==> config.mk <==
export PLATFORM = sky130hd
export DESIGN_NAME = vga_frame_scheduler_flat
export DESIGN_NICKNAME = d
export VERILOG_FILES = /design/src/rtl/vga_frame_scheduler_if.sv /design/src/rtl/vga_frame_scheduler.sv /design/src/flat_wrapper.sv
export SDC_FILE = /design/constraint.sdc
export NUM_CORES = 1
export LEC_CHECK = 0
export ABC_AREA = 1
export BUFFER_PORTS_ARGS = -buffer_cell sky130_fd_sc_hd__buf_4
export CAP_MARGIN = 20
export CORE_UTILIZATION = 29
export DETAILED_ROUTE_END_ITERATION = 8
export HOLD_SLACK_MARGIN = 0.12
export SLEW_MARGIN = 20
export SYNTH_ARGS = -nofsm -noshare
export SYNTH_HDL_FRONTEND = slang
export SYNTH_SLANG_ARGS = --single-unit
==> constraint.sdc <==
create_clock -name clk -period 4.3 [get_ports clk]
set_input_delay 0.645 -clock clk [delete_from_list [all_inputs] [get_ports clk]]
set_output_delay 0.645 -clock clk [all_outputs]
set_load 0.1 [all_outputs]
==> src/rtl/vga_frame_scheduler_if.sv <==
// Frame-state access handshake between game logic (master) and the VGA scheduler (slave).
interface vga_frame_scheduler_if;
  logic upd_req;
  logic upd_gnt;

  modport master (output upd_req, input upd_gnt);
  modport slave  (input upd_req, output upd_gnt);
endinterface

==> src/rtl/vga_frame_scheduler.sv <==
// VGA timing master: sync/blank timing, pixel and lookahead fetch coordinates, and
// vblank-only arbitration of frame-state access for game logic.
module vga_frame_scheduler #(
  parameter int unsigned H_ACTIVE  = 640,
  parameter int unsigned H_FP      = 16,
  parameter int unsigned H_SYNC    = 96,
  parameter int unsigned H_BP      = 48,
  parameter int unsigned V_ACTIVE  = 480,
  parameter int unsigned V_FP      = 10,
  parameter int unsigned V_SYNC    = 2,
  parameter int unsigned V_BP      = 33,
  parameter bit          SYNC_POL  = 1'b0,
  parameter int unsigned LOOKAHEAD = 2,
  parameter int unsigned GUARD     = 2
) (
  input  logic                 clk,
  input  logic                 rst_n,
  input  logic                 pix_en,
  vga_frame_scheduler_if.slave upd,
  output logic                 hsync,
  output logic                 vsync,
  output logic                 de,
  output logic [9:0]           hpos,
  output logic [9:0]           vpos,
  output logic [9:0]           fetch_x,
  output logic [9:0]           fetch_y,
  output logic                 fetch_valid,
  output logic                 line_start,
  output logic                 frame_start,
  output logic [7:0]           frame_cnt
);

  localparam int unsigned H_TOTAL = H_ACTIVE + H_FP + H_SYNC + H_BP;
  localparam int unsigned V_TOTAL = V_ACTIVE + V_FP + V_SYNC + V_BP;

  localparam logic [9:0] HLast     = 10'(H_TOTAL - 1);
  localparam logic [9:0] VLast     = 10'(V_TOTAL - 1);
  localparam logic [9:0] HAct      = 10'(H_ACTIVE);
  localparam logic [9:0] VAct      = 10'(V_ACTIVE);
  localparam logic [9:0] HsStart   = 10'(H_ACTIVE + H_FP);
  localparam logic [9:0] HsEnd     = 10'(H_ACTIVE + H_FP + H_SYNC);
  localparam logic [9:0] VsStart   = 10'(V_ACTIVE + V_FP);
  localparam logic [9:0] VsEnd     = 10'(V_ACTIVE + V_FP + V_SYNC);
  localparam logic [9:0] WinEnd    = 10'(V_TOTAL - GUARD);
  localparam logic [9:0] FetchInit = 10'(LOOKAHEAD);

  typedef enum logic [1:0] {StIdle, StGrant, StRevoke} state_e;

  state_e     state_q, state_d;
  logic [9:0] hpos_d, vpos_d, fetch_x_d, fetch_y_d;
  logic [7:0] frame_cnt_d;
  logic       win_now, win_next;

  // Display and fetch counter pairs advance in lockstep; the fetch pair is never derived
  // from the display pair so the lead is set purely by its reset value.
  always_comb begin
    hpos_d      = hpos;
    vpos_d      = vpos;
    fetch_x_d   = fetch_x;
    fetch_y_d   = fetch_y;
    frame_cnt_d = frame_cnt;
    if (pix_en) begin
      if (hpos == HLast) begin
        hpos_d = '0;
        if (vpos == VLast) begin
          vpos_d      = '0;
          frame_cnt_d = frame_cnt + 8'd1;
        end else begin
          vpos_d = vpos + 10'd1;
        end
      end else begin
        hpos_d = hpos + 10'd1;
      end
      if (fetch_x == HLast) begin
        fetch_x_d = '0;
        fetch_y_d = (fetch_y == VLast) ? '0 : fetch_y + 10'd1;
      end else begin
        fetch_x_d = fetch_x + 10'd1;
      end
    end
  end

  assign win_now  = (vpos >= VAct) && (vpos < WinEnd);
  assign win_next = (vpos_d >= VAct) && (vpos_d < WinEnd);

  // A new grant must land inside the window, so the upcoming line is checked too.
  always_comb begin
    state_d = state_q;
    if (pix_en) begin
      unique case (state_q)
        StIdle:   if (upd.upd_req && win_now && win_next) state_d = StGrant;
        StGrant: begin
          if (!win_now)          state_d = StRevoke;
          else if (!upd.upd_req) state_d = StIdle;
        end
        StRevoke: if (!upd.upd_req) state_d = StIdle;
        default:  state_d = StIdle;
      endcase
    end
  end

  always_ff @(posedge clk or negedge rst_n) begin
    if (!rst_n) begin
      hpos        <= '0;
      vpos        <= '0;
      fetch_x     <= FetchInit;
      fetch_y     <= '0;
      frame_cnt   <= '0;
      hsync       <= ~SYNC_POL;
      vsync       <= ~SYNC_POL;
      de          <= 1'b1;
      fetch_valid <= 1'b1;
      line_start  <= 1'b1;
      frame_start <= 1'b1;
      state_q     <= StIdle;
      upd.upd_gnt <= 1'b0;
    end else begin
      hpos        <= hpos_d;
      vpos        <= vpos_d;
      fetch_x     <= fetch_x_d;
      fetch_y     <= fetch_y_d;
      frame_cnt   <= frame_cnt_d;
      hsync       <= (hpos_d >= HsStart && hpos_d < HsEnd) ? SYNC_POL : ~SYNC_POL;
      vsync       <= (vpos_d >= VsStart && vpos_d < VsEnd) ? SYNC_POL : ~SYNC_POL;
      de          <= (hpos_d < HAct) && (vpos_d < VAct);
      fetch_valid <= (fetch_x_d < HAct) && (fetch_y_d < VAct);
      line_start  <= (hpos_d == '0);
      frame_start <= (hpos_d == '0) && (vpos_d == '0);
      state_q     <= state_d;
      upd.upd_gnt <= (state_d == StGrant);
    end
  end

endmodule

==> src/flat_wrapper.sv <==
// flat-port wrapper written by rule: the top's interface ports become plain ports
module vga_frame_scheduler_flat 
#(
  parameter int unsigned H_ACTIVE  = 640,
  parameter int unsigned H_FP      = 16,
  parameter int unsigned H_SYNC    = 96,
  parameter int unsigned H_BP      = 48,
  parameter int unsigned V_ACTIVE  = 480,
  parameter int unsigned V_FP      = 10,
  parameter int unsigned V_SYNC    = 2,
  parameter int unsigned V_BP      = 33,
  parameter bit          SYNC_POL  = 1'b0,
  parameter int unsigned LOOKAHEAD = 2,
  parameter int unsigned GUARD     = 2
)
  (clk, rst_n, pix_en, hsync, vsync, de, hpos, vpos, fetch_x, fetch_y, fetch_valid, line_start, frame_start, frame_cnt, upd_upd_req, upd_upd_gnt);
  vga_frame_scheduler_if upd_i ();
  input  logic clk;
  input  logic rst_n;
  input  logic pix_en;
  output logic hsync;
  output logic vsync;
  output logic de;
  output logic [9:0] hpos;
  output logic [9:0] vpos;
  output logic [9:0] fetch_x;
  output logic [9:0] fetch_y;
  output logic fetch_valid;
  output logic line_start;
  output logic frame_start;
  output logic [7:0] frame_cnt;
  input wire logic [$bits(upd_i.upd_req)-1:0] upd_upd_req;
  output wire logic [$bits(upd_i.upd_gnt)-1:0] upd_upd_gnt;
  assign upd_i.upd_req = upd_upd_req;
  assign upd_upd_gnt = upd_i.upd_gnt;
  vga_frame_scheduler #(.H_ACTIVE(H_ACTIVE), .H_FP(H_FP), .H_SYNC(H_SYNC), .H_BP(H_BP), .V_ACTIVE(V_ACTIVE), .V_FP(V_FP), .V_SYNC(V_SYNC), .V_BP(V_BP), .SYNC_POL(SYNC_POL), .LOOKAHEAD(LOOKAHEAD), .GUARD(GUARD)) u_core (.clk(clk), .rst_n(rst_n), .pix_en(pix_en), .upd(upd_i), .hsync(hsync), .vsync(vsync), .de(de), .hpos(hpos), .vpos(vpos), .fetch_x(fetch_x), .fetch_y(fetch_y), .fetch_valid(fetch_valid), .line_start(line_start), .frame_start(frame_start), .frame_cnt(frame_cnt));
endmodule
* Yosys cells after proc, flatten, opt, wreduce, memory -nomap -nowiden *
Cells that the tools add are included.

word-level totals
  memories kept = 0
  bits in writable memories = 0
  register bits = 57
  latch bits = 0
  input bits = 4
  bits in read-only memories = 0
  output and inout port bits = 55
  logic and storage cells = 67

operators by class
  add/sub/neg operators = 5
  reduce and logical (&&, ||, !) cells = 13
  eq/ne operators = 7
  shift operators = 0
  magnitude comparators = 12
  bitwise logic cells = 0
  multiplexer cells = 17
  multipliers = 0
  divide/modulo/power cells = 0

operators by type and width
  operator                                                      number
  2-to-1 mux 10 bit                                             10
  less-than comparator 10 bit (second input constant)           5
  adder 10 x 1 -> 10 bit (second input constant)                4
  equality test 10 bit (second input constant)                  4
  >= comparator 10 x 9 -> 1 bit (second input constant)         3
  less-than comparator 10 x 9 -> 1 bit (second input constant)  3
  zero test 10 bit                                              2
  >= comparator 10 bit (second input constant)                  1
  logical AND 1 bit                                             9
  adder 8 x 1 -> 8 bit (second input constant)                  1
  2-to-1 mux 2 bit                                              4
  one-hot mux 2 bit (3 select lines)                            1
  equality test 2 x 1 -> 1 bit (second input constant)          2
  AND reduction 3 bit                                           1
  equality test 2 bit (second input constant)                   1
  zero test 2 bit                                               1
  2-to-1 mux 1 bit                                              2

* Depth between registers and ports, before layout *
Gate-level depths: netlist of the first run.

  depth after elaboration = 11
  gate-level depth with buffers = 18
  depth with buffers taken out = 18

* Worst setup path before layout of the first run *
Ideal clock, no wire load.

  path type = register to register
  start = register u_core.hpos[0]
  end = register u_core.upd.upd_gnt
  cell stages (with the launch flop) = 16
  clock period less this slack = 2606 ps
  path buffers = 0
  library setup time = 69 ps
  data required time = 4231 ps
  arrival = 2537 ps
  setup slack = 1694 ps
  cell sequence = dfrtp_1 > ha_1 > nand2_4 > nor2_4 > nand3_4 > nor2_8 > nand3_1 > nand2_2 > nand3_1 > nor2_2 > nand2_1 > nand2_1 > nand2_1 > nand2_1 > nand2_2 > nor2_2

on the way
  longest elaborated chain between the ends = 10
  elaborated cells on any way between the ends = 11
  classes of those cells = 2 x order compare; 2 x eq/ne; 5 x mux; 2 x reduce/logical

ends and longest elaborated chain
  element                                                                       RTL line                     text
  start: declaration                                                            vga_frame_scheduler.sv:23    output logic [9:0] hpos,
  start signal: assignment                                                      vga_frame_scheduler.sv:118   hpos <= hpos_d;
  equality test 10 bit (*)                                                      vga_frame_scheduler.sv:63    if (hpos == HLast) begin
  2-to-1 mux 10 bit (*)                                                         vga_frame_scheduler.sv:63
  2-to-1 mux 10 bit (*)                                                         vga_frame_scheduler.sv:62    if (pix_en) begin
  >= comparator 10 x 9 -> 1 bit or less-than comparator 10 bit (tied branches)  vga_frame_scheduler.sv:84    assign win_next = (vpos_d >= VAct) && (vpos_d < WinEnd);
  logical AND 1 bit (*)                                                         vga_frame_scheduler.sv:84
  logical AND 1 bit (*)                                                         vga_frame_scheduler.sv:91    StIdle: if (upd.upd_req && win_now && win_next) state_d = StGrant;
  2-to-1 mux 2 bit (*)                                                          vga_frame_scheduler.sv:91
  one-hot mux 2 bit (3 select lines) (*)                                        vga_frame_scheduler.sv:90    unique case (state_q)
  2-to-1 mux 2 bit (*)                                                          vga_frame_scheduler.sv:89    if (pix_en) begin
  equality test 2 x 1 -> 1 bit (*)                                              vga_frame_scheduler.sv:130   upd.upd_gnt <= (state_d == StGrant);
  end signal: assignment                                                        vga_frame_scheduler.sv:130
  end: declaration                                                              vga_frame_scheduler_if.sv:7  modport slave (input upd_req, output upd_gnt);

Mark *: on every way between the ends. The rest lies on a longest branch, timed or not.
A chain may end at the register's enable or synchronous reset.

* Worst setup path in the final report of the first run *
  start = register u_core.hpos[0]
  end = register u_core.upd.upd_gnt

on the way
  longest elaborated chain between the ends = 10
  elaborated cells on any way between the ends = 11
  classes of those cells = 2 x order compare; 2 x eq/ne; 5 x mux; 2 x reduce/logical

ends and longest elaborated chain
  element                                                                       RTL line                    text
  equality test 10 bit (*)                                                      vga_frame_scheduler.sv:63
  2-to-1 mux 10 bit (*)                                                         vga_frame_scheduler.sv:63
  2-to-1 mux 10 bit (*)                                                         vga_frame_scheduler.sv:62
  named net u_core.vpos_d[5]                                                    vga_frame_scheduler.sv:50   logic [9:0] hpos_d, vpos_d, fetch_x_d, fetch_y_d;
  >= comparator 10 x 9 -> 1 bit or less-than comparator 10 bit (tied branches)  vga_frame_scheduler.sv:84
  logical AND 1 bit (*)                                                         vga_frame_scheduler.sv:84
  logical AND 1 bit (*)                                                         vga_frame_scheduler.sv:91
  2-to-1 mux 2 bit (*)                                                          vga_frame_scheduler.sv:91
  one-hot mux 2 bit (3 select lines) (*)                                        vga_frame_scheduler.sv:90
  2-to-1 mux 2 bit (*)                                                          vga_frame_scheduler.sv:89
  equality test 2 x 1 -> 1 bit (*)                                              vga_frame_scheduler.sv:130

Mark *: on every way through the listed nets, which the timed path passes. The rest lies on a longest branch.

==> reports/qor.json, run 1 <==
{
  "clock_tree.root_cell": "sky130_fd_sc_hd__clkbuf_8",
  "ys_top_cells_by_area": "sky130_fd_sc_hd__dfrtp_1 (39%), sky130_fd_sc_hd__nand2_1 (11%), sky130_fd_sc_hd__inv_1 (8.5%)",
  "drc": 0,
  "leakagePower_nw": 2.08,
  "worst_r2r_path_depth": 13,
  "layout_min_cycle_time_ps": 2240,
  "num_rows": 38,
  "vdd_ir_drop_max_uv": 349,
  "totalWireLength_um": 7570,
  "run_status": "finished, final reports clean",
  "worst-r2r-setup-slack_ps": 2060,
  "final_common_cell": "sky130_fd_sc_hd__nand2_1",
  "finalCritPeriodShare": 0.521,
  "overflow": 0,
  "drt-vias-per-instance": 4.54,
  "floorplan.initialDensity": 0.298,
  "detailed_place_hpwl_um": 5730,
  "ctsLongestPathBuffers": 2,
  "clk_latency_ps": 340,
  "num_antenna_cells": 0,
  "crit_slowest_cell": "sky130_fd_sc_hd__dfrtp_1",
  "finalWeightedCongestion": 0.889,
  "finalSetupViolCount": 0,
  "grt.total_usage": 0.141,
  "cap_violations": 0,
  "setup_crit_path_kind": "reg2reg",
  "final_critical_path_setup_slack_ps": 2060,
  "core_area_mm2": 0.0109,
  "place_ws_ps": 1810,
  "syn-mean-instance-area_um2": 7.91,
  "route.antenna.remaining_nets": 0,
  "die_h_um": 108,
  "worst_setup_path_start_kind": "register",
  "num_vias": 2804,
  "ctsHoldBuffers": 0,
  "netlist_area_mm2": 0.00324,
  "count_of_buffering_cells_on_the_critical_path_with_inverters_included": 1,
  "final_core_utilization": 0.365,
  "cpLargestDelayFamily": "simple AND/OR/NAND/NOR gates",
  "slowest_delay_ps": 440,
  "synth-edff-count": 0,
  "crit_path_cell_trace": "ha_1 -> nand2_4 -> nor2_4 -> nand4_1 -> o21ai_1 -> nand2_1 -> inv_1 -> nand3_1 -> a21oi_1 -> nand2_1 -> nand2_1 -> nand2_2 -> nor2_2",
  "crit-reg2reg-capture": "u_core.upd.upd_gnt",
  "finClkSkew_ps": 9.37,
  "hold_viol_final": 0,
  "tritoncts": "yes",
  "unrepaired_setup_endpoints_after_global_routing": "false",
  "totalNegativeSetupSlack_ps": 0,
  "final_layout_size_suffix_gt1_frac": 0.232,
  "numClockSinks": 57,
  "end_kind": "register",
  "synth-seq-area-share": 0.443,
  "avgRoutedWirePerCell_um": 12.2,
  "netlist_instances": 410,
  "critical_path.reg2reg.startpoint": "u_core.hpos[0]",
  "fp.dieArea_mm2": 0.0116,
  "grt_antenna_before_repair": 0,
  "detailedRoute.firstIterationViolations": 128,
  "mostFrequentLayoutCells": "sky130_fd_sc_hd__nand2_1 (96), sky130_fd_sc_hd__inv_1 (73), sky130_fd_sc_hd__buf_4 (58)",
  "syn-num-nets": 421,
  "grt_start_max_net_pins": 58,
  "grt_first_pass_wirelength_um": 12700,
  "postCtsSetupBuffers": 0,
  "number_of_buffers_added_by_the_clock_tree_synthesis_step": 9,
  "synth-seq-cells": 57,
  "netlist.area_leader.share": 0.386,
  "critical_path_arrival_ps": 2520,
  "timing.critical_path.fanout_max": 5,
  "number_of_global_route_vias_before_repair": 2694,
  "p_per_area_mw_per_mm2": 556,
  "fmax_ghz": 0.446,
  "ys.flop_type": "sky130_fd_sc_hd__dfrtp_1",
  "detail_route.first_pass.iterations": 5,
  "netlist-cell-type-count": 41,
  "port_buffers": 58,
  "synth.yosys.warnings": 0,
  "critPathMostFrequentCell": "sky130_fd_sc_hd__nand2_1",
  "h-tree-depth": 3,
  "floorplan.io_pins": 59,
  "timing.slew.headroom": 0.523,
  "nNetsFinal": 485,
  "largest_area_contributor_in_the_synthesized_netlist": "sky130_fd_sc_hd__dfrtp_1",
  "async_flop_share": 1.00,
  "worst_pin_slew_ps": 715,
  "report.final.slew_viol_count": 0,
  "postCtsResizedCells": 0,
  "hold_class": "in2async",
  "layout-area-overhead-vs-synth_pct": 22.6,
  "floorplan.die.width_um": 108,
  "worst_ep_required_time_ps": 4580,
  "clk_transition_reported_paths_ps": 70
}
## worst max-delay path by stage
| stage | start | to | slack [ps] | depth (start not counted) |
|---|---|---|---|---|
| after floorplan | u_core.hpos[0] | u_core.upd.upd_gnt | 1690 | 15 |
| after global placement | pix_en | u_core.fetch_valid | 1890 | 12 |
| after detailed placement | pix_en | u_core.hsync | 1810 | 10 |
| after CTS | u_core.hpos[0] | u_core.upd.upd_gnt | 2030 | 13 |
| after global routing | u_core.hpos[0] | u_core.upd.upd_gnt | 1850 | 13 |
| final | u_core.hpos[0] | u_core.upd.upd_gnt | 2060 | 13 |
## synthesized netlist by cell type (all sizes together) (7+ instances only)
| library cell | n |
|---|---|
| a21oi | 7 |
| dfrtp | 50 |
| dfstp | 7 |
| ha | 7 |
| inv | 80 |
| nand2 | 100 |
| nand3 | 35 |
| nand4 | 11 |
| nor2 | 42 |
| nor3 | 18 |
| o21ai | 13 |
| xor2 | 15 |
## power by group
part | switching [W] | internal [W] | leakage (nW)
Clock | 0.000208 | 0.000217 | 0.0887
Combinational | 0.000847 | 0.000205 | 1.33
Sequential | 0.000106 | 0.000627 | 0.661
Total | 0.00116 | 0.00105 | 2.08
## per-stage QoR
step	cells	hold slack, ps	area, um^2	total power [W]
2_1_floorplan	410	349	3240	0.00157
3_3_place_gp	603	457	3810	0.00179
3_5_place_dp	603	460	3810	0.00180
4_1_cts	618	389	3980	0.00224
5_1_grt	618	427	3980	0.00233
6_report	618	357	3980	0.00221
## kinds of logic after synthesis
group,synth area share
simple gates,0.323
mux,0.00347
xor+xnor,0.0486
compound gates,0.0509
fa+ha+maj,0.0270
flops,0.443
buf+inv,0.105
## final cells by class
type | count | area [um^2]
Tap cell | 140 | 175
Multi-Input combinational cell | 268 | 1470
Inverter | 80 | 300
Fill cell | 1141 | 6910
Clock buffer | 11 | 141
Clock inverter | 4 | 20.0
Timing Repair Buffer | 58 | 435
Sequential cell | 57 | 1440
## registers in the layout, indices dropped and copies added (netlist names)
register and cells:
u_core.frame_start 1, u_core.vpos 10, u_core.de 1, u_core.fetch_x 10, u_core.line_start 1, u_core.state_q 2, u_core.frame_cnt 8, u_core.hpos 10
u_core.hsync 1, u_core.fetch_valid 1, u_core.upd.upd_gnt 1, u_core.fetch_y 10, u_core.vsync 1
## per-layer routing
metal | vias to the layer above | share of wire | global-route usage
met3 | 16 | 0.053 | 0.0327
met2 | 73 | 0.46 | 0.219
met5 | - | 0 | 0
met1 | 1294 | 0.46 | 0.182
li1 | 1421 | - | -
met4 | 0 | 0.020 | 0.0734
Note: power is estimated with default switching activity, not from simulation.
==> inputs of run 2 (changes only) <==
--- a/config.mk
+++ b/config.mk
@@ -5,7 +5,7 @@
 export SDC_FILE = /design/constraint.sdc
 export NUM_CORES = 1
 export LEC_CHECK = 0
-export ABC_AREA = 1
+export ABC_AREA = 0
 export BUFFER_PORTS_ARGS = -buffer_cell sky130_fd_sc_hd__buf_4
 export CAP_MARGIN = 20
 export CORE_UTILIZATION = 29
==> constraint.sdc (replaced) <==
create_clock -name clk -period 2.3 [get_ports clk]
set_input_delay 0.345 -clock clk [delete_from_list [all_inputs] [get_ports clk]]
set_output_delay 0.345 -clock clk [all_outputs]
set_load 0.1 [all_outputs]
==> run 2 against run 1 <==
First-iteration DRC count is 26% higher. Count of clock-buffer cells in the layout fell by 1. Synthesized cell count is 15% lower. Non-clock buffer count increased by 40. Register-to-register slack worse by 2000 ps. Final area rose by 16%. Die area grew 2.8%. Setup slack got worse by 2000 ps. Clock skew is 2.9 ps lower. Via count up 6.0%. Power is 100% higher.
==> reports/qor.json, run 2 <==
{
  "final_layout_size_suffix_gt1_frac": {"value": 0.390, "change": "+0.157"},
  "grt_first_pass_wirelength": {"value": 14000, "unit": "um", "change": "+11%"},
  "leakagePower": {"value": 2.06, "unit": "nW", "change": "-1.3%"},
  "grtUsageMet3": {"value": 0.0335, "change": "+0.000785"},
  "finalSetupViolCount": {"value": 0, "change": "unchanged"},
  "numClockSinks": {"value": 57, "change": "unchanged"},
  "drc": {"value": 0, "change": "unchanged"},
  "die_h": {"value": 109, "unit": "um", "change": "+1.4%"},
  "synth-seq-area-share": {"value": 0.431, "change": "-0.0121"},
  "postCtsSetupBuffers": {"value": 0, "change": "unchanged"},
  "run_status": "finished, final reports clean",
  "hold_class": "in2reg",
  "totalWireLength": {"value": 8580, "unit": "um", "change": "+13%"},
  "finalWeightedCongestion": {"value": 0.855, "change": "-3.9%"},
  "port_buffers": {"value": 58, "change": "unchanged"},
  "report.final.slew_viol_count": {"value": 0, "change": "unchanged"},
  "finalPower": {"value": 0.00452, "unit": "W", "change": "+100%"},
  "floorplan.die.width": {"value": 109, "unit": "um", "change": "+1.4%"},
  "avgRoutedWirePerCell": {"value": 14.8, "unit": "um", "change": "+21%"},
  "ys.flop_type": "sky130_fd_sc_hd__dfrtp_1",
  "synth.top_cells.by_count": "sky130_fd_sc_hd__dfrtp_1 (50), sky130_fd_sc_hd__nand2_1 (26), sky130_fd_sc_hd__xnor2_1 (25)",
  "synth.yosys.warnings": {"value": 0, "change": "unchanged"},
  "netlist-cell-type-count": {"value": 63, "change": "+54%"},
  "grt_start_max_net_pins": {"value": 58, "change": "unchanged"},
  "grt_util_met2": {"value": 0.245, "change": "+0.0260"},
  "most_frequent_cell_after_synthesis": "sky130_fd_sc_hd__dfrtp_1",
  "tritoncts": "yes",
  "mostFrequentLayoutCells": "sky130_fd_sc_hd__buf_4 (94), sky130_fd_sc_hd__dfrtp_1 (26), sky130_fd_sc_hd__nand2_1 (25), sky130_fd_sc_hd__xnor2_1 (25), sky130_fd_sc_hd__nand3_1 (21)",
  "num_antenna_cells": {"value": 0, "change": "unchanged"},
  "fp.dieArea": {"value": 0.0119, "unit": "mm^2", "change": "+2.8%"},
  "num_rows": {"value": 38, "change": "unchanged"},
  "clk_transition_reported_paths": {"value": 50, "unit": "ps", "change": "-20 ps"},
  "h-tree-depth": {"value": 3, "change": "unchanged"},
  "detailed_place_hpwl": {"value": 6120, "unit": "um", "change": "+6.8%"},
  "finClkSkew": {"value": 6.50, "unit": "ps", "change": "-2.87 ps"},
  "worst-r2r-setup-slack": {"value": 20, "unit": "ps", "change": "-2040 ps"},
  "worst_ep_required_time": {"value": 2500, "unit": "ps", "change": "-2080 ps"},
  "drt-vias-per-instance": {"value": 5.13, "change": "+13%"},
  "timing.critical_path.fanout_max": {"value": 6, "change": "+1"},
  "unrepaired_setup_endpoints_after_global_routing": "true",
  "grt_most_used_layer": "met2",
  "num_vias": {"value": 2971, "change": "+6.0%"},
  "setup_crit_path_kind": "reg2reg",
  "final.hold.worst_slack": {"value": 294, "unit": "ps", "change": "-62.6 ps"},
  "cap_violations": {"value": 0, "change": "unchanged"},
  "critical_path_arrival": {"value": 2480, "unit": "ps", "change": "-40 ps"},
  "core_area": {"value": 0.0110, "unit": "mm^2", "change": "+1.3%"},
  "worst_pin_slew": {"value": 736, "unit": "ps", "change": "+20.7 ps"},
  "final_common_cell": "sky130_fd_sc_hd__buf_4",
  "synth-edff-count": {"value": 0, "change": "unchanged"},
  "layout.filler_cells": {"value": 1112, "change": "-2.5%"},
  "vdd_ir_drop_max": {"value": 1210, "unit": "uV", "change": "+250%"},
  "layout_min_cycle_time": {"value": 2280, "unit": "ps", "change": "+36.3 ps"},
  "overflow": {"value": 0, "change": "unchanged"},
  "floorplan.initialDensity": {"value": 0.302, "change": "+0.00443"},
  "number_of_buffers_added_by_the_clock_tree_synthesis_step": {"value": 9, "change": "unchanged"},
  "detail_route.first_pass.iterations": {"value": 4, "change": "-1"},
  "fmax": {"value": 0.439, "unit": "GHz", "change": "-1.6%"},
  "syn-num-nets": {"value": 358, "change": "-15%"},
  "finalCritPeriodShare": {"value": 0.990, "change": "+0.469"},
  "hold_viol_final": {"value": 0, "change": "unchanged"},
  "grt.total_usage": {"value": 0.153, "change": "+0.0118"},
  "syn-mean-instance-area": {"value": 9.61, "unit": "um^2", "change": "+21%"},
  "number_of_global_route_vias_before_repair": {"value": 2932, "change": "+8.8%"},
  "netlist_instances": {"value": 347, "change": "-15%"},
  "netlist_area": {"value": 0.00333, "unit": "mm^2", "change": "+2.8%"},
  "totalNegativeSetupSlack": {"value": 0, "unit": "ps", "change": "unchanged"},
  "grt_antenna_before_repair": {"value": 0, "change": "unchanged"},
  "p_per_area": {"value": 983, "unit": "mW/mm^2", "change": "+77%"},
  "synth-seq-cells": {"value": 57, "change": "unchanged"},
  "nNetsFinal": {"value": 445, "change": "-8.2%"},
  "worst_setup_path_start_kind": "register",
  "end_kind": "register",
  "clk_latency": {"value": 330, "unit": "ps", "change": "about the same"},
  "timing.slew.headroom": {"value": 0.509, "change": "-0.0138"},
  "clock_tree.root_cell": "sky130_fd_sc_hd__clkbuf_16",
  "globalRouteMet1Util": {"value": 0.197, "change": "+0.0155"},
  "ctsLongestPathBuffers": {"value": 2, "change": "unchanged"},
  "largest_area_contributor_in_the_synthesized_netlist": "sky130_fd_sc_hd__dfrtp_1",
  "ys_top_cells_by_area": "sky130_fd_sc_hd__dfrtp_1 (38%), sky130_fd_sc_hd__xnor2_1 (6.6%), sky130_fd_sc_hd__dfstp_2 (5.5%)",
  "netlist.area_leader.share": {"value": 0.375, "change": "-0.0106"},
  "floorplan.io_pins": {"value": 59, "change": "unchanged"},
  "route.antenna.remaining_nets": {"value": 0, "change": "unchanged"},
  "layout-area-overhead-vs-synth_pct": 37.8,
  "async_flop_share": {"value": 1.00, "change": "unchanged"},
  "detailedRoute.firstIterationViolations": {"value": 161, "change": "+26%"}
}
## run 2: cell count changes after synthesis, sizes merged, moves of 5 or more
cell	delta
nand4	+7
nor3	-5
and4	+7
nand2	-74
nor2	-20
and3	+5
nand2b	+7
nand3	-13
xnor2	+22
inv	-63
clkbuf	+15
## run 2: power by group
group          internal (W)  switching (W)  leakage [nW]  total [W]
sequential          0.00119       0.000152         0.688    0.00134
combinational      0.000517        0.00141          1.23    0.00193
clock              0.000758       0.000487         0.135    0.00125
total               0.00247        0.00205          2.06    0.00452
## run 2: final cells by class
cell class,instances,area [um^2],area share
clock inverters,6,42.5,0.00926
flip-flops and latches,57,1490,0.324
well taps,140,175,0.0381
repair buffers,98,749,0.163
inverters,17,63.8,0.0139
clock buffers,10,239,0.0520
multi-input cells,251,1840,0.400
## run 2: layer usage
metal | vias to the layer above | wire length, um
li1 | 1431 | -
met1 | 1457 | 3990
met2 | 74 | 4180
met3 | 9 | 309
met4 | 0 | 101
met5 | - | 0
## run 2: final timing paths
| kind | start | endpoint | cells after the start |
|---|---|---|---|
| max | u_core.hpos[6] | u_core.upd.upd_gnt | 6 |
| min | upd_upd_req | u_core.upd.upd_gnt | 3 |
| max reg2reg | u_core.hpos[6] | u_core.upd.upd_gnt | 6 |
| min reg2reg | u_core.state_q[1] | u_core.upd.upd_gnt | 1 |
| max in group asynchronous | rst_n | u_core.hpos[1] | 2 |
| min in group asynchronous | rst_n | u_core.vpos[8] | 2 |
## run 2: logic make-up after synthesis
group,count (synthesis),share of synthesized area
xor gates and xnor gates,36,0.0946
buffers and inverters,39,0.0522
DFF,57,0.431
and+or+nand+nor,147,0.264
muxes,5,0.0158
AOI/OAI and AO/OA,56,0.116
adders and majority gates,7,0.0263
## run 2: stage by stage
step | setup WS [ps] | util | std cells | area, um^2
2_1_floorplan | -374 | - | 347 | 3430
3_5_place_dp | 5.59 | 0.382 | 562 | 4210
4_1_cts | -0.526 | 0.409 | 579 | 4510
5_1_grt | -87.7 | 0.417 | 579 | 4590
6_report | 24.0 | 0.417 | 579 | 4590
3_3_place_gp | 44.0 | 0.382 | 562 | 4210
## run 2: what timing repair did
action	in CTS	in global routing
endpoints found under the setup margin	2	8
pin swaps	0	3
gates resized for setup	2	15
hold endpoints to repair	25	0
hold buffers	1	0
## run 2: worst max-delay path, stage by stage (launching register included)
cell and delay (ps):
sky130_fd_sc_hd__dfrtp_4 470, sky130_fd_sc_hd__or3_4 440, sky130_fd_sc_hd__or4_4 490, sky130_fd_sc_hd__o32a_1 360, sky130_fd_sc_hd__o31a_1 110, sky130_fd_sc_hd__o2111ai_2 200, sky130_fd_sc_hd__a221oi_2 90
==> inputs of run 3 (changes only) <==
--- a/config.mk
+++ b/config.mk
@@ -8,9 +8,10 @@
 export ABC_AREA = 0
 export BUFFER_PORTS_ARGS = -buffer_cell sky130_fd_sc_hd__buf_4
 export CAP_MARGIN = 20
-export CORE_UTILIZATION = 29
+export CORE_UTILIZATION = 56
 export DETAILED_ROUTE_END_ITERATION = 8
 export HOLD_SLACK_MARGIN = 0.12
+export PLACE_DENSITY = 0.8
 export SLEW_MARGIN = 20
 export SYNTH_ARGS = -nofsm -noshare
 export SYNTH_HDL_FRONTEND = slang
==> run 3 against run 2 <==
The flow now finishes with violations (negative setup slack). Sequential share of layout area rose by 1.1 points. Combinational power hardly changed. Via count increased by 3.7%. Power down 3.7%. First-iteration DRC count grew 73%. Die area down 47%. Routed wire length up 0.55%. Final cell count is 11% lower. Critical path type unchanged. Largest power group unchanged.
==> reports/qor.json, run 3 (synthesis gave the netlist of run 2 again) <==
{
  "run_status": "finished, violations left",
  "violated_checks": "negative setup slack",
  "num_vias": {"value": 3081, "change": "+3.7%"},
  "total_switching_power": {"value": 0.00201, "unit": "W", "change": "-2.2%"},
  "core_area": {"value": 0.00561, "unit": "mm^2", "change": "-49%"},
  "totalNegativeSetupSlack": {"value": -125, "unit": "ps", "change": "-125 ps"},
  "report.final.slew_viol_count": {"value": 0, "change": "unchanged"},
  "detailed_place_hpwl": {"value": 5950, "unit": "um", "change": "-2.8%"},
  "final_core_utilization": {"value": 0.792, "change": "+0.376"},
  "clockPowerShare": {"value": 0.247, "change": "-0.029"},
  "finalCritPeriodShare": {"value": 1.03, "change": "+0.0383"},
  "worst_pin_slew": {"value": 721, "unit": "ps", "change": "-14.7 ps"},
  "leakagePower": {"value": 2.03, "unit": "nW", "change": "-1.4%"},
  "tritoncts": "yes",
  "finClkSkew": {"value": 10.7, "unit": "ps", "change": "+4.24 ps"},
  "fp.dieArea": {"value": 0.00626, "unit": "mm^2", "change": "-47%"},
  "floorplan.io_pins": {"value": 59, "change": "unchanged"},
  "numClockSinks": {"value": 57, "change": "unchanged"},
  "num_rows": {"value": 27, "change": "-29%"},
  "grt_antenna_before_repair": {"value": 0, "change": "unchanged"},
  "p_per_area": {"value": 979, "unit": "mW/mm^2", "change": "-0.46%"},
  "cell_internal_power": {"value": 0.00234, "unit": "W", "change": "-5.1%"},
  "p_comb_frac": {"value": 0.444, "change": "+0.017"},
  "detailedRoute.firstIterationViolations": {"value": 279, "change": "+73%"},
  "worst_setup_path_start_kind": "register",
  "timing.slew.headroom": {"value": 0.519, "change": "+0.00979"},
  "final_critical_path_setup_slack": {"value": -64.1, "unit": "ps", "change": "-88.1 ps"},
  "worst_ep_required_time": {"value": 2550, "unit": "ps", "change": "+50 ps"},
  "finalWeightedCongestion": {"value": 0.875, "change": "+2.4%"},
  "critical_path_arrival": {"value": 2610, "unit": "ps", "change": "+130 ps"},
  "layout_min_cycle_time": {"value": 2360, "unit": "ps", "change": "+88.1 ps"},
  "drt-vias-per-instance": {"value": 6.01, "change": "+17%"},
  "final_layout_size_suffix_gt1_frac": {"value": 0.385, "change": "-0.00403"},
  "grt_first_pass_wirelength": {"value": 14100, "unit": "um", "change": "+0.99%"},
  "worst-r2r-setup-slack": {"value": -60, "unit": "ps", "change": "-90 ps"},
  "h-tree-depth": {"value": 3, "change": "unchanged"},
  "fmax": {"value": 0.423, "unit": "GHz", "change": "-3.7%"},
  "pwr-share-seq": {"value": 0.309, "change": "+0.012"},
  "floorplan.initialDensity": {"value": 0.594, "change": "+0.292"},
  "number_of_global_route_vias_before_repair": {"value": 2954, "change": "+0.75%"},
  "end_kind": "register",
  "port_buffers": {"value": 58, "change": "unchanged"},
  "number_of_buffers_added_by_the_clock_tree_synthesis_step": {"value": 9, "change": "unchanged"},
  "timing.critical_path.fanout_max": {"value": 4, "change": "-2"},
  "drc": {"value": 0, "change": "unchanged"},
  "layout-area-overhead-vs-synth_pct": 33.3,
  "clock_tree.root_cell": "sky130_fd_sc_hd__clkbuf_8",
  "clk_transition_reported_paths": {"value": 70, "unit": "ps", "change": "+20 ps"},
  "overflow": {"value": 0, "change": "unchanged"},
  "finalSetupViolCount": {"value": 3, "change": "+3"},
  "clk_latency": {"value": 350, "unit": "ps", "change": "+20 ps"},
  "avgRoutedWirePerCell": {"value": 16.8, "unit": "um", "change": "+13%"},
  "route.antenna.remaining_nets": {"value": 0, "change": "unchanged"},
  "totalWireLength": {"value": 8630, "unit": "um", "change": "+0.55%"},
  "die_h": {"value": 79.2, "unit": "um", "change": "-28%"},
  "cap_violations": {"value": 0, "change": "unchanged"},
  "final_common_cell": "sky130_fd_sc_hd__buf_4",
  "setup_crit_path_kind": "reg2reg",
  "grt_start_max_net_pins": {"value": 58, "change": "unchanged"},
  "hold_class": "in2reg",
  "num_antenna_cells": {"value": 0, "change": "unchanged"},
  "nNetsFinal": {"value": 447, "change": "+0.45%"},
  "detail_route.first_pass.iterations": {"value": 5, "change": "+1"},
  "unrepaired_setup_endpoints_after_global_routing": "true",
  "hold_viol_final": {"value": 0, "change": "unchanged"},
  "ctsLongestPathBuffers": {"value": 2, "change": "unchanged"},
  "mostFrequentLayoutCells": "sky130_fd_sc_hd__buf_4 (97), sky130_fd_sc_hd__nand2_1 (26), sky130_fd_sc_hd__dfrtp_1 (26)",
  "vdd_ir_drop_max": {"value": 1190, "unit": "uV", "change": "-1.3%"},
  "floorplan.die.width": {"value": 79.2, "unit": "um", "change": "-28%"},
  "grt.total_usage": {"value": 0.298, "change": "+0.145"},
  "swShare": {"value": 0.462, "change": "+0.00745"}
}
run 3: per-layer routing:
layer  part of all wire  up-vias  track usage
met5                  0        -            0
met4              0.031        0        0.164
met3              0.063       35       0.0621
met2               0.49      144        0.476
met1               0.42     1456        0.378
li1                   -     1446            -
run 3: area by class of cell:
class	count	area (um^2)
clock buffer	10	138
clock inverter	6	90.1
fill	377	1160
inverter	17	63.8
multi-input combinational	251	1800
sequential	57	1490
tap	72	90.1
timing repair buffer	100	769
run 3: power groups by stage:
stage	sequential, W	combinational [W]	clock, W
CTS	0.00134	0.00192	0.00109
global placement	0.00135	0.00187	0
global route	0.00137	0.00203	0.00113
finish	0.00134	0.00193	0.00108
detailed placement	0.00135	0.00191	0
floorplan	0.00227	0.000567	0
run 3: through the flow:
step                      hold WS (ps)  setup WS, ps  total power [W]  instances  area, um^2
after detailed placement           440         -38.4          0.00326        491        4120
final                              305         -64.1          0.00435        513        4440
after floorplan                   49.4          -374          0.00284        347        3430
after global placement             439         -17.6          0.00322        491        4120
after global routing               304          -162          0.00453        513        4440
after CTS                          287         -48.6          0.00435        508        4370
run 3: worst paths after layout:
check | start | end | depth (start not counted)
max in group asynchronous | rst_n | u_core.hpos[2] | 2
min in group asynchronous | rst_n | u_core.vpos[6] | 2
min reg2reg | u_core.frame_cnt[7] | u_core.frame_cnt[7] | 1
max reg2reg | u_core.vpos[7] | u_core.upd.upd_gnt | 7
max | u_core.vpos[7] | u_core.upd.upd_gnt | 7
min | upd_upd_req | u_core.upd.upd_gnt | 3
run 3: worst max-delay path, stage by stage, from the launching register on:
cell,delay (ps)
sky130_fd_sc_hd__dfrtp_4,480
sky130_fd_sc_hd__or4_1,570
sky130_fd_sc_hd__buf_4,190
sky130_fd_sc_hd__nor3b_1,220
sky130_fd_sc_hd__o21ai_2,140
sky130_fd_sc_hd__nor3_4,200
sky130_fd_sc_hd__o2111ai_2,180
sky130_fd_sc_hd__a221oi_2,290
run 3: what timing repair did:
item                                   in CTS  in global routing
pin swaps                                   3                  3
resized for setup                           3                  7
endpoints found under the hold margin      50                  0
setup endpoints to repair                   4                  7
hold buffers                                1                  0
buffers inserted                            0                  5
